==> src/rtl/pong_game_engine.sv <==
// rtl/pong_game_engine.sv - two-player Pong core: ball physics, paddles, scoring and game FSM
module pong_game_engine #(
  parameter int H_RES            = 640,
  parameter int V_RES            = 480,
  parameter int BALL_SIZE        = 25,
  parameter int PADDLE_W         = 10,
  parameter int PADDLE_H         = 150,
  parameter int PADDLE_L_X       = 40,
  parameter int PADDLE_R_X       = 600,
  parameter int PADDLE_SPEED     = 6,
  parameter int BALL_SPEED       = 4,
  parameter int MAX_SPEED        = 10,
  parameter int HITS_PER_SPEEDUP = 4,
  parameter int WIN_SCORE        = 9,
  parameter int SERVE_DELAY      = 60
) (
  input  logic       clk,
  input  logic       reset_n,
  input  logic       tick,
  input  logic       start,
  input  logic       up_l,
  input  logic       dn_l,
  input  logic       up_r,
  input  logic       dn_r,
  output logic [9:0] ball_x,
  output logic [9:0] ball_y,
  output logic [9:0] paddle_l_y,
  output logic [9:0] paddle_r_y,
  output logic [3:0] score_l,
  output logic [3:0] score_r,
  output logic [1:0] state,
  output logic [1:0] winner,
  output logic       hit_pulse,
  output logic       point_pulse
);

  typedef enum logic [1:0] {
    S_IDLE  = 2'd0,
    S_SERVE = 2'd1,
    S_PLAY  = 2'd2,
    S_OVER  = 2'd3
  } state_t;

  localparam logic [9:0]  CX         = 10'((H_RES - BALL_SIZE) / 2);
  localparam logic [9:0]  CY         = 10'((V_RES - BALL_SIZE) / 2);
  localparam logic [9:0]  PC         = 10'((V_RES - PADDLE_H) / 2);
  localparam logic [9:0]  BALL_X_MAX = 10'(H_RES - BALL_SIZE);
  localparam logic [9:0]  BALL_Y_MAX = 10'(V_RES - BALL_SIZE);
  localparam logic [9:0]  L_FACE     = 10'(PADDLE_L_X + PADDLE_W);
  localparam logic [9:0]  R_PARK     = 10'(PADDLE_R_X - BALL_SIZE);
  localparam logic signed [11:0] S_BSZ   = 12'(BALL_SIZE);
  localparam logic signed [11:0] S_PH    = 12'(PADDLE_H);
  localparam logic signed [11:0] S_LFACE = 12'(PADDLE_L_X + PADDLE_W);
  localparam logic signed [11:0] S_RX    = 12'(PADDLE_R_X);
  localparam logic signed [11:0] S_XMAX  = 12'(H_RES - BALL_SIZE);
  localparam logic signed [11:0] S_YMAX  = 12'(V_RES - BALL_SIZE);
  localparam logic signed [11:0] S_PMAX  = 12'(V_RES - PADDLE_H);
  localparam logic signed [11:0] S_PSPD  = 12'(PADDLE_SPEED);
  localparam logic [4:0]  SPD_INIT   = 5'(BALL_SPEED);
  localparam logic [4:0]  SPD_MAX    = 5'(MAX_SPEED);
  localparam logic [7:0]  HITS_MAX   = 8'(HITS_PER_SPEEDUP);
  localparam logic [3:0]  WIN        = 4'(WIN_SCORE);
  localparam logic [15:0] SERVE_CNT  = 16'(SERVE_DELAY);

  state_t      state_q, state_d;
  logic [9:0]  bx_q, bx_d, by_q, by_d, pl_q, pl_d, pr_q, pr_d;
  logic [3:0]  sl_q, sl_d, sr_q, sr_d;
  logic [1:0]  win_q, win_d;
  logic [4:0]  spd_q, spd_d;
  logic [7:0]  hits_q, hits_d;
  logic [15:0] cnt_q, cnt_d;
  logic        vx_neg_q, vx_neg_d, vy_neg_q, vy_neg_d, serve_r_q, serve_r_d;
  logic        hit_q, hit_d, pt_q, pt_d;

  logic signed [11:0] spd_s, vx_s, vy_s, bx_s, nx, ny, pl_s, pr_s;
  logic               hit_l, hit_r;

  // Both velocity components always have magnitude spd_q; only their signs are stored.
  assign spd_s = $signed({7'd0, spd_q});
  assign vx_s  = vx_neg_q ? -spd_s : spd_s;
  assign vy_s  = vy_neg_q ? -spd_s : spd_s;
  assign bx_s  = $signed({2'b00, bx_q});
  assign nx    = bx_s + vx_s;
  assign ny    = $signed({2'b00, by_q}) + vy_s;
  assign pl_s  = $signed({2'b00, pl_q});
  assign pr_s  = $signed({2'b00, pr_q});

  assign hit_l = vx_neg_q && (bx_s >= S_LFACE) && (nx <= S_LFACE) &&
                 (ny + S_BSZ > pl_s) && (ny < pl_s + S_PH);
  assign hit_r = !vx_neg_q && (bx_s + S_BSZ <= S_RX) && (nx + S_BSZ >= S_RX) &&
                 (ny + S_BSZ > pr_s) && (ny < pr_s + S_PH);

  function automatic logic [9:0] move_paddle(input logic [9:0] y, input logic up,
                                             input logic dn);
    logic signed [11:0] t;
    t = $signed({2'b00, y});
    if (up && !dn) t = t - S_PSPD;
    else if (dn && !up) t = t + S_PSPD;
    if (t < 12'sd0) t = 12'sd0;
    else if (t > S_PMAX) t = S_PMAX;
    return t[9:0];
  endfunction

  always_comb begin
    state_d   = state_q;
    bx_d      = bx_q;
    by_d      = by_q;
    pl_d      = pl_q;
    pr_d      = pr_q;
    sl_d      = sl_q;
    sr_d      = sr_q;
    win_d     = win_q;
    spd_d     = spd_q;
    hits_d    = hits_q;
    cnt_d     = cnt_q;
    vx_neg_d  = vx_neg_q;
    vy_neg_d  = vy_neg_q;
    serve_r_d = serve_r_q;
    hit_d     = 1'b0;
    pt_d      = 1'b0;
    if (tick) begin
      if (state_q == S_SERVE || state_q == S_PLAY) begin
        pl_d = move_paddle(pl_q, up_l, dn_l);
        pr_d = move_paddle(pr_q, up_r, dn_r);
      end
      case (state_q)
        S_IDLE: begin
          if (start) begin
            state_d = S_SERVE;
            cnt_d   = SERVE_CNT;
          end
        end
        S_SERVE: begin
          if (cnt_q <= 16'd1) begin
            state_d  = S_PLAY;
            cnt_d    = 16'd0;
            vx_neg_d = !serve_r_q;
            bx_d     = serve_r_q ? CX + {5'd0, spd_q} : CX - {5'd0, spd_q};
            by_d     = vy_neg_q ? CY - {5'd0, spd_q} : CY + {5'd0, spd_q};
          end else begin
            cnt_d = cnt_q - 16'd1;
            bx_d  = CX;
            by_d  = CY;
          end
        end
        S_PLAY: begin
          if (ny <= 12'sd0) begin
            by_d     = 10'd0;
            vy_neg_d = 1'b0;
          end else if (ny >= S_YMAX) begin
            by_d     = BALL_Y_MAX;
            vy_neg_d = 1'b1;
          end else begin
            by_d = ny[9:0];
          end
          if (hit_l || hit_r) begin
            hit_d    = 1'b1;
            vx_neg_d = hit_r;
            bx_d     = hit_l ? L_FACE : R_PARK;
            if (hits_q + 8'd1 == HITS_MAX) begin
              hits_d = 8'd0;
              if (spd_q < SPD_MAX) spd_d = spd_q + 5'd1;
            end else begin
              hits_d = hits_q + 8'd1;
            end
          end else if (nx <= 12'sd0 || nx >= S_XMAX) begin
            // Ball left the field: the next serve heads toward whoever let it through.
            pt_d      = 1'b1;
            serve_r_d = (nx > 12'sd0);
            vy_neg_d  = !vy_neg_d;
            spd_d     = SPD_INIT;
            hits_d    = 8'd0;
            cnt_d     = SERVE_CNT;
            if (nx > 12'sd0) begin
              bx_d = BALL_X_MAX;
              sl_d = sl_q + 4'd1;
            end else begin
              bx_d = 10'd0;
              sr_d = sr_q + 4'd1;
            end
            if (sl_d == WIN) begin
              state_d = S_OVER;
              win_d   = 2'd1;
            end else if (sr_d == WIN) begin
              state_d = S_OVER;
              win_d   = 2'd2;
            end else begin
              state_d = S_SERVE;
            end
          end else begin
            bx_d = nx[9:0];
          end
        end
        S_OVER: begin
          if (start) begin
            sl_d    = 4'd0;
            sr_d    = 4'd0;
            win_d   = 2'd0;
            spd_d   = SPD_INIT;
            hits_d  = 8'd0;
            state_d = S_SERVE;
            cnt_d   = SERVE_CNT;
          end
        end
        default: state_d = S_IDLE;
      endcase
    end
  end

  always_ff @(posedge clk or negedge reset_n) begin
    if (!reset_n) begin
      state_q   <= S_IDLE;
      bx_q      <= CX;
      by_q      <= CY;
      pl_q      <= PC;
      pr_q      <= PC;
      sl_q      <= 4'd0;
      sr_q      <= 4'd0;
      win_q     <= 2'd0;
      spd_q     <= SPD_INIT;
      hits_q    <= 8'd0;
      cnt_q     <= 16'd0;
      vx_neg_q  <= 1'b0;
      vy_neg_q  <= 1'b0;
      serve_r_q <= 1'b1;
      hit_q     <= 1'b0;
      pt_q      <= 1'b0;
    end else begin
      state_q   <= state_d;
      bx_q      <= bx_d;
      by_q      <= by_d;
      pl_q      <= pl_d;
      pr_q      <= pr_d;
      sl_q      <= sl_d;
      sr_q      <= sr_d;
      win_q     <= win_d;
      spd_q     <= spd_d;
      hits_q    <= hits_d;
      cnt_q     <= cnt_d;
      vx_neg_q  <= vx_neg_d;
      vy_neg_q  <= vy_neg_d;
      serve_r_q <= serve_r_d;
      hit_q     <= hit_d;
      pt_q      <= pt_d;
    end
  end

  assign ball_x      = bx_q;
  assign ball_y      = by_q;
  assign paddle_l_y  = pl_q;
  assign paddle_r_y  = pr_q;
  assign score_l     = sl_q;
  assign score_r     = sr_q;
  assign state       = state_q;
  assign winner      = win_q;
  assign hit_pulse   = hit_q;
  assign point_pulse = pt_q;

endmodule
==> config.mk <==
export PLATFORM = sky130hd
export DESIGN_NAME = pong_game_engine
export DESIGN_NICKNAME = d
export VERILOG_FILES = /design/src/rtl/pong_game_engine.sv
export SDC_FILE = /design/constraint.sdc
export NUM_CORES = 1
export LEC_CHECK = 0
export BUFFER_PORTS_ARGS = -buffer_cell sky130_fd_sc_hd__buf_2
export CAP_MARGIN = 30
export CORE_ASPECT_RATIO = 2
export CORE_MARGIN = 2
export CORE_UTILIZATION = 45
export CTS_CLUSTER_DIAMETER = 60
export DETAILED_ROUTE_END_ITERATION = 6
export PLACE_DENSITY = 0.59
export SLEW_MARGIN = 20
export SYNTH_ARGS = -nofsm -noshare
export SYNTH_HDL_FRONTEND = slang
export SYNTH_SLANG_ARGS = --single-unit
==> constraint.sdc <==
create_clock -name clk -period 8.25 [get_ports clk]
set_input_delay 1.65 -clock clk [delete_from_list [all_inputs] [get_ports clk]]
set_output_delay 1.65 -clock clk [all_outputs]
set_load 0.01 [all_outputs]
==> results of run 1 <==
==> stage by stage <==
stage	hold WS, ns	std cells	util
detailed placement	0.498	1373	0.479
CTS	0.508	1389	0.495
global placement	0.490	1373	0.479
floorplan	0.486	1094	-
global route	0.531	1391	0.497
finish	0.507	1391	0.497
==> Yosys cell counts, types with 19 or more instances <==
cell and instances:
ha_1 86, dfstp_2 20, or3_1 19, inv_1 52, nor2b_1 20, clkbuf_1 46, a21oi_1 57, a31oi_1 21
nor2_1 87, nand2_1 85, o21ai_0 75, nor3_1 21, dfrtp_1 66, nand3_1 38, xnor2_1 47
==> state kept, by name (all words and copies together), names as in the netlist <==
register,cells
cnt_q,16
serve_r_q,1
vy_neg_q,1
state,2
ball_y,10
paddle_r_y,10
vx_neg_q,1
spd_q,5
score_r,4
hits_q,8
hit_pulse,1
point_pulse,1
ball_x,10
score_l,4
paddle_l_y,10
winner,2
==> cell type report <==
cell class	instances	area, sq um
clock buffer	9	225
timing repair buffer	70	403
tap	262	328
multi-input combinational	900	6370
inverter	57	214
fill	2043	9920
sequential	86	2180
clock inverter	7	83.8
==> power by group through the flow <==
stage / Clock [W] / Combinational (W) / Sequential (W)
detailed placement: 0 / 0.00238 / 0.000775
CTS: 0.000452 / 0.00240 / 0.000767
finish: 0.000443 / 0.00242 / 0.000771
global placement: 0 / 0.00237 / 0.000770
global route: 0.000469 / 0.00269 / 0.000791
floorplan: 0 / 0.00178 / 0.000696
==> worst max-delay path, delay by kind of cell, from the launching register on <==
kind / cells / cell delay (ns)
flops: 1 / 0.59
fa+ha+maj: 4 / 1.30
xor+xnor: 1 / 0.53
simple gates: 6 / 0.89
buf+inv: 1 / 0.15
mux: 1 / 0.37
compound gates: 7 / 2.40
==> routing by layer <==
layer  GRT usage  vias up  share of wire
met5           0        -              0
met4       0.186        0          0.064
met3      0.0275       82          0.023
met2       0.569      214           0.57
met1       0.258     4225           0.34
li1            -     4184              -
==> path summary, 6_finish.rpt <==
kind	start	slack [ns]	to	cells after the start
min reg2reg	ball_x[4]	0.51	ball_x[4]	2
max in group asynchronous	reset_n	6.11	spd_q[2]	3
min	ball_x[4]	0.51	ball_x[4]	2
max	spd_q[3]	1.90	state[1]	20
max reg2reg	spd_q[3]	1.90	state[1]	20
min in group asynchronous	reset_n	1.17	paddle_l_y[1]	1
==> placed cells by master (no fill, tap or decap), drive strengths merged, types with 14 or more instances in the layout <==
master and count:
nand3 38, a31oi 21, ha 86, xnor2 47, o21ai 80, buf 70
nor2 87, nand2 85, a21o 18, or3 19, nor2b 20, dfrtp 66
and2 15, inv 55, a21oi 59, o21a 14, dfstp 20, o211ai 23
nor3 21
==> cells by family after synthesis <==
group	count (synthesis)	share of synthesized area
compound gates	358	0.290
xor+xnor	56	0.0555
fa+ha+maj	88	0.124
buf+inv	108	0.0466
flops	86	0.243
mux	15	0.0176
simple gates	383	0.223
==> metrics, run 1 <==
top achievable clock speed=158 MHz; CTS tree=done; pin count of the biggest net entering global routing=67; Global Route Usage Sum=0.281; Mapped Cells=1094; top post-synthesis cells by area=dfrtp_1 (18%), ha_1 (12%), dfstp_2 (5.9%), xnor2_1 (4.6%), o21ai_0 (4.2%); Core ar.=0.0197 sq mm; Slew @ Worst Pin=0.894 ns; Seq/Total Area, Yosys=0.243; vias in the first global route=8844; placed cell area=0.00945 sq mm; Reg clk slew, reported paths=0.07 ns; syn nets=1190; Crit. End Element=flop; HP Class=flop to flop; DRT antenna net count=0; CP required=8.51 ns; YS warnings=0; hold buffers post-CTS=0; final hold violation count=0; total power=0.00363 W; Slew Limit Fails=0; die height=204 um; crit share post-route=0.769; Crit Path Category=flop to flop; Setup TNS=0 ns; fin crit period=6.35 ns; Slowest Stage Delay on Critical Path=0.59 ns; grt ovf=0; post-synth cell types=88; drt initial violations=477; number of enable flip-flop cells after synthesis=0; post-CTS resize count=0; internal power component=0.00173 W; post-DR vias/cell=6.26; Horiz. Die Dim=104 um; H-tree depth=3; Via Count=8705; Most used DFF post-synth=dfrtp_1; Post-CTS Setup Bufs=0; Placement Setup Slack=2.02 ns; VDD IR max=0.000164 V; global-route wire length before repair=46.6 mm; Max clock buf depth=2; sw power=0.00191 W; Avg WL per Cell=21.1 um; Async S/R FF share, synth=1.00; Synth Register Bits=86; Pre-antenna DRT Iters=5; PwrDens=370 mW/mm^2; TritonCTS Sinks=86; Slew headroom=0.396; Clock Power Share=0.122; unrepaired setup endpoints after global routing=false; final wirelength=29.4 mm; Design Area, Final=0.00981 sq mm; CP most frequent cell=ha_1; post-synthesis average cell area=8.20 sq um; # DRC=0; # nets final=1220; final setup fails=0; Gate power share=0.666; Clk Latency, worst-skew pair=0.38 ns; Setup WS post-layout=1.90 ns; status=finished, final reports clean; Worst path slowest cell=dfrtp_1; Initial Util=0.455; Syn-to-layout area delta=9.35%; crit path max fanout=18; Critical Path Start Type=flop; routability congestion estimate=0.958; share of the synthesized area in the top cell type=0.184; io pins=62; # diodes=0; Net Sw Frac=0.525; Leakage=4.14 nW; initial antenna violation count=0; sequential power share=0.212; hpwl dp=23.3 mm; Post-Syn Area=0.00897 sq mm; die area=0.0211 sq mm; Std-Cell Rows=73; data arrival time of the critical path=6.60 ns; number of port buffers=61; cells along the critical path=inv_1, ha_1, and2_1, ha_1, nand2_1, nand2_1, ha_1, nor4b_1, a2111oi_0, nand3_1, xnor2_1, ha_1, a21oi_1, nor2_1, a2111oi_0, a21oi_1, o2111ai_1, o211ai_2, a221oi_1, mux2_2; Clock Skew=0.0118 ns; cell taking the most area after synthesis=dfrtp_1; MaxCap Viol Count=0; share of cells above drive strength 1=0.133; clk root buf=clkbuf_16; Num CTS Buffers=9
(Power assumes the default switching activity.)
==> inputs of run 2 (changes only) <==
==> constraint.sdc (replaced) <==
create_clock -name clk -period 5.9 [get_ports clk]
set_input_delay 1.18 -clock clk [delete_from_list [all_inputs] [get_ports clk]]
set_output_delay 1.18 -clock clk [all_outputs]
set_load 0.01 [all_outputs]
==> metrics, run 2 (same netlist as run 1, synthesis figures left out) <==
HP Class=flop to flop; final wirelength=30.0 mm; post-DR vias/cell=6.18; drt initial violations=514; internal power component=0.00257 W; Net Sw Frac=0.511; Crit Path Category=flop to flop; largest register by flop count=cnt_q; data arrival time of the critical path=5.82 ns; Max clock buf depth=2; Clock Skew=0.0144 ns; CP required=6.15 ns; global-route wire length before repair=47.7 mm; Worst path slowest cell=dfstp_2; Clock Power Share=0.127; MaxCap Viol Count=0; die area=0.0211 sq mm; initial antenna violation count=0; Core ar.=0.0197 sq mm; placed cell area=0.00969 sq mm; Syn-to-layout area delta=13.0%; Via Count=8806; DRT antenna net count=0; most frequent cells in the layout=nor2_1 (87), nand2_1 (85), ha_1 (85); Crit. End Element=flop; Num CTS Buffers=9; TritonCTS Sinks=86; die height=204 um; Design Area, Final=0.0101 sq mm; grt ovf=0; H-tree depth=3; Horiz. Die Dim=104 um; Reg clk slew, reported paths=0.07 ns; leading cell type in the layout, fill and taps excluded=nor2_1; cells along the critical path=inv_2, ha_1, and2_1, ha_1, nand2_1, nand2_1, ha_2, o211ai_2, o21ai_2, xor2_2, o21ai_0, xnor2_2, ha_1, a21oi_1, nor2_1, a2111oi_0, a21oi_1, o2111ai_1, o211ai_2, a21oi_1, mux2_2; Std-Cell Rows=73; Leakage=4.36 nW; crit share post-route=0.944; Reg2Reg Setup Slack=0.33 ns; # DRC=0; Critical Path Start Type=flop; sequential power share=0.202; Pre-antenna DRT Iters=7; # diodes=0; routability congestion estimate=0.988; hpwl dp=23.5 mm; clk root buf=clkbuf_16; worst path bufs/invs=1; Slowest Stage Delay on Critical Path=0.60 ns; Slew @ Worst Pin=0.983 ns; Largest register FFs=16; Setup WS post-layout=0.328 ns; # nets final=1255; number of port buffers=61; CTS tree=done; Initial Util=0.455; vias in the first global route=8805; Slew headroom=0.345; crit path max fanout=8; sw power=0.00268 W; VDD IR max=0.000212 V; pin count of the biggest net entering global routing=50; top achievable clock speed=179 MHz; share of cells above drive strength 1=0.167; hold buffers post-CTS=0; status=finished, final reports clean; Slew Limit Fails=0; io pins=62; Avg WL per Cell=21.0 um; Gate power share=0.670; cell family with most CP delay=compound AO/OA/AOI/OAI gates; PwrDens=518 mW/mm^2; Clk Latency, worst-skew pair=0.37 ns; final setup fails=0; fin crit period=5.57 ns; Placement Setup Slack=0.0340 ns; Global Route Usage Sum=0.287; final hold violation count=0
run 2: per-stage QoR:
step | power, W | hold slack, ns | setup TNS [ns] | util | std cells
6_report | 0.00525 | 0.518 | 0 | 0.513 | 1426
5_1_grt | 0.00570 | 0.544 | -0.0206 | 0.513 | 1426
4_1_cts | 0.00520 | 0.517 | 0 | 0.508 | 1420
3_5_place_dp | 0.00451 | 0.505 | 0 | 0.491 | 1404
3_3_place_gp | 0.00449 | 0.501 | 0 | 0.491 | 1404
2_1_floorplan | 0.00346 | 0.486 | 0 | - | 1094
run 2: layout make-up:
class / instances / area [sq um]
clock inverters: 6 / 93.8
well taps: 262 / 328
fillers: 1997 / 9600
inverters: 57 / 214
repair buffers: 105 / 638
clock buffers: 10 / 239
multi-input cells: 900 / 6440
flip-flops and latches: 86 / 2180
run 2: final timing paths:
| path | from | to | depth (start not counted) |
|---|---|---|---|
| max | spd_q[2] | cnt_q[1] | 21 |
| min | ball_x[4] | ball_x[4] | 2 |
| max reg2reg | spd_q[2] | cnt_q[1] | 21 |
| min reg2reg | ball_x[4] | ball_x[4] | 2 |
| max in group asynchronous | reset_n | paddle_l_y[9] | 2 |
| min in group asynchronous | reset_n | paddle_r_y[3] | 1 |
run 2: timing repair:
action,CTS,global route
endpoints found under the setup margin,0,50
gates resized for setup,0,12
buffers inserted,0,6
run 2: per-layer routing:
metal / track usage / routed length [um] / up-vias
li1: - / - / 4249
met1: 0.273 / 10300 / 4266
met2: 0.575 / 16900 / 207
met3: 0.0352 / 880 / 84
met4: 0.169 / 1900 / 0
met5: 0 / 0 / -
run 2: power by group through the flow:
| stage | clock, W | sequential, W | combinational, W |
|---|---|---|---|
| after detailed placement | 0 | 0.00107 | 0.00344 |
| after global placement | 0 | 0.00107 | 0.00343 |
| after floorplan | 0 | 0.000974 | 0.00249 |
| after CTS | 0.000688 | 0.00106 | 0.00346 |
| final | 0.000670 | 0.00106 | 0.00352 |
| after global routing | 0.000706 | 0.00110 | 0.00390 |
run 2: worst reg2reg max path, delay by kind of cell, from the launching register on:
kind                     cells  cell delay, ns
flip-flops                   1            0.60
buffers and inverters        1            0.05
multiplexers                 1            0.39
AND/OR/NAND/NOR              4            0.33
AO/OA/AOI/OAI                9            2.25
adder cells (fa/ha/maj)      4            1.21
XOR/XNOR                     2            0.61
==> inputs of run 3 (changes only) <==
--- a/config.mk
+++ b/config.mk
@@ -10,6 +10,7 @@
 export CORE_ASPECT_RATIO = 2
 export CORE_MARGIN = 2
 export CORE_UTILIZATION = 45
+export CTS_BUF_LIST = sky130_fd_sc_hd__clkbuf_8
 export CTS_CLUSTER_DIAMETER = 60
 export DETAILED_ROUTE_END_ITERATION = 6
 export PLACE_DENSITY = 0.59
==> metrics, run 3 (same netlist as run 1, synthesis figures left out) <==
Placement Setup Slack=0.0340 ns; multi-input logic area=0.00644 sq mm; post-DR vias/cell=6.15; io pins=62; Leakage=4.32 nW; # diodes=0; most frequent cells in the layout=nor2_1 (87), ha_1 (85), nand2_1 (84); Clk Latency, worst-skew pair=0.43 ns; Slew headroom=0.353; routability congestion estimate=0.988; Avg WL per Cell=21.0 um; HP Class=flop to flop; worst hold margin=0.521 ns; leading cell type in the layout, fill and taps excluded=nor2_1; die area=0.0211 sq mm; DRT antenna net count=0; vias in the first global route=8826; final setup fails=0; pin count of the biggest net entering global routing=50; number of port buffers=61; TritonCTS Sinks=86; Std-Cell Rows=73; final wirelength=30.0 mm; total power=0.00511 W; Setup WS post-layout=0.313 ns; Clock Skew=0.0233 ns; share of cells above drive strength 1=0.168; Core ar.=0.0197 sq mm; Pre-antenna DRT Iters=5; die height=204 um; Via Count=8776; Largest register FFs=16; Global Route Usage Sum=0.287; global-route wire length before repair=47.7 mm; Horiz. Die Dim=104 um; Critical Path Start Type=flop; crit share post-route=0.947; drt initial violations=519; Worst path slowest cell=dfstp_2; PwrDens=509 mW/mm^2; Crit Path Category=flop to flop; Slew Limit Fails=0; register area=0.00218 sq mm; Max clock buf depth=2; Fillers=2006; largest register by flop count=cnt_q; Post-Place Cells=1404; Crit. End Element=flop; hpwl dp=23.5 mm; top achievable clock speed=179 MHz; Initial Util=0.455; fin crit period=5.59 ns; Num CTS Buffers=9; cells along the critical path=inv_2, ha_1, and2_1, ha_1, nand2_1, nand2_1, ha_2, o211ai_2, o21ai_2, xor2_2, o21ai_0, xnor2_2, ha_1, a21oi_1, nor2_1, a2111oi_0, a21oi_1, o2111ai_1, o211ai_2, a21oi_1, mux2_2; post-route insts no fill=1426; H-tree depth=3; CP required=6.19 ns; crit path max fanout=8; final hold violation count=0; VDD IR max=0.000277 V; Reg clk slew, reported paths=0.10 ns; # nets final=1255; initial antenna violation count=0; grt ovf=0; clk root buf=clkbuf_8; Slew @ Worst Pin=0.970 ns; Syn-to-layout area delta=11.9%; CTS tree=done; MaxCap Viol Count=0; Slowest Stage Delay on Critical Path=0.61 ns; data arrival time of the critical path=5.88 ns; hold buffers post-CTS=0; # DRC=0; status=finished, final reports clean
run 3: timing repair:
item / CTS / global route
setup buffers: 0 / 6
gates resized for setup: 0 / 13
setup endpoints to repair: 0 / 51
run 3: through the flow:
step | instance area (sq um) | util | TNS, ns
final | 10000 | 0.508 | 0
after global routing | 10000 | 0.508 | -0.0328
after CTS | 9920 | 0.503 | 0
after detailed placement | 9690 | 0.491 | 0
after global placement | 9690 | 0.491 | 0
after floorplan | 8970 | - | 0
run 3: worst paths after layout:
path	start	endpoint	slack [ns]	depth (start not counted)
worst min register to register	ball_x[4]	ball_x[4]	0.52	2
worst max-delay path	spd_q[2]	cnt_q[1]	0.31	21
worst max register to register	spd_q[2]	cnt_q[1]	0.31	21
worst min-delay path	ball_x[4]	ball_x[4]	0.52	2
min in group asynchronous	reset_n	paddle_r_y[3]	0.73	1
max in group asynchronous	reset_n	cnt_q[1]	4.00	2
run 3: metal layers:
metal / GRT usage / part of all wire / up-vias
met5: 0 / 0 / -
met4: 0.175 / 0.063 / 0
met3: 0.0371 / 0.029 / 85
met2: 0.570 / 0.56 / 212
met1: 0.274 / 0.35 / 4240
li1: - / - / 4239
run 3: where the power goes:
part           switching (W)  internal (W)
clock               0.000267      0.000253
sequential          0.000292      0.000770
combinational        0.00211       0.00141
total                0.00267       0.00244
run 3: critical path: cells and delay by family (launching register included):
family,cells,cell delay (ns)
xor+xnor,2,0.61
fa+ha+maj,4,1.21
compound gates,9,2.26
buf+inv,1,0.05
simple gates,4,0.33
mux,1,0.39
flops,1,0.61
run 3: layout make-up:
cell class | count | area share
tap | 262 | 0.0327
clock buffer | 10 | 0.0137
sequential | 86 | 0.217
clock inverter | 6 | 0.00936
multi-input combinational | 900 | 0.642
timing repair buffer | 105 | 0.0636
inverter | 57 | 0.0213
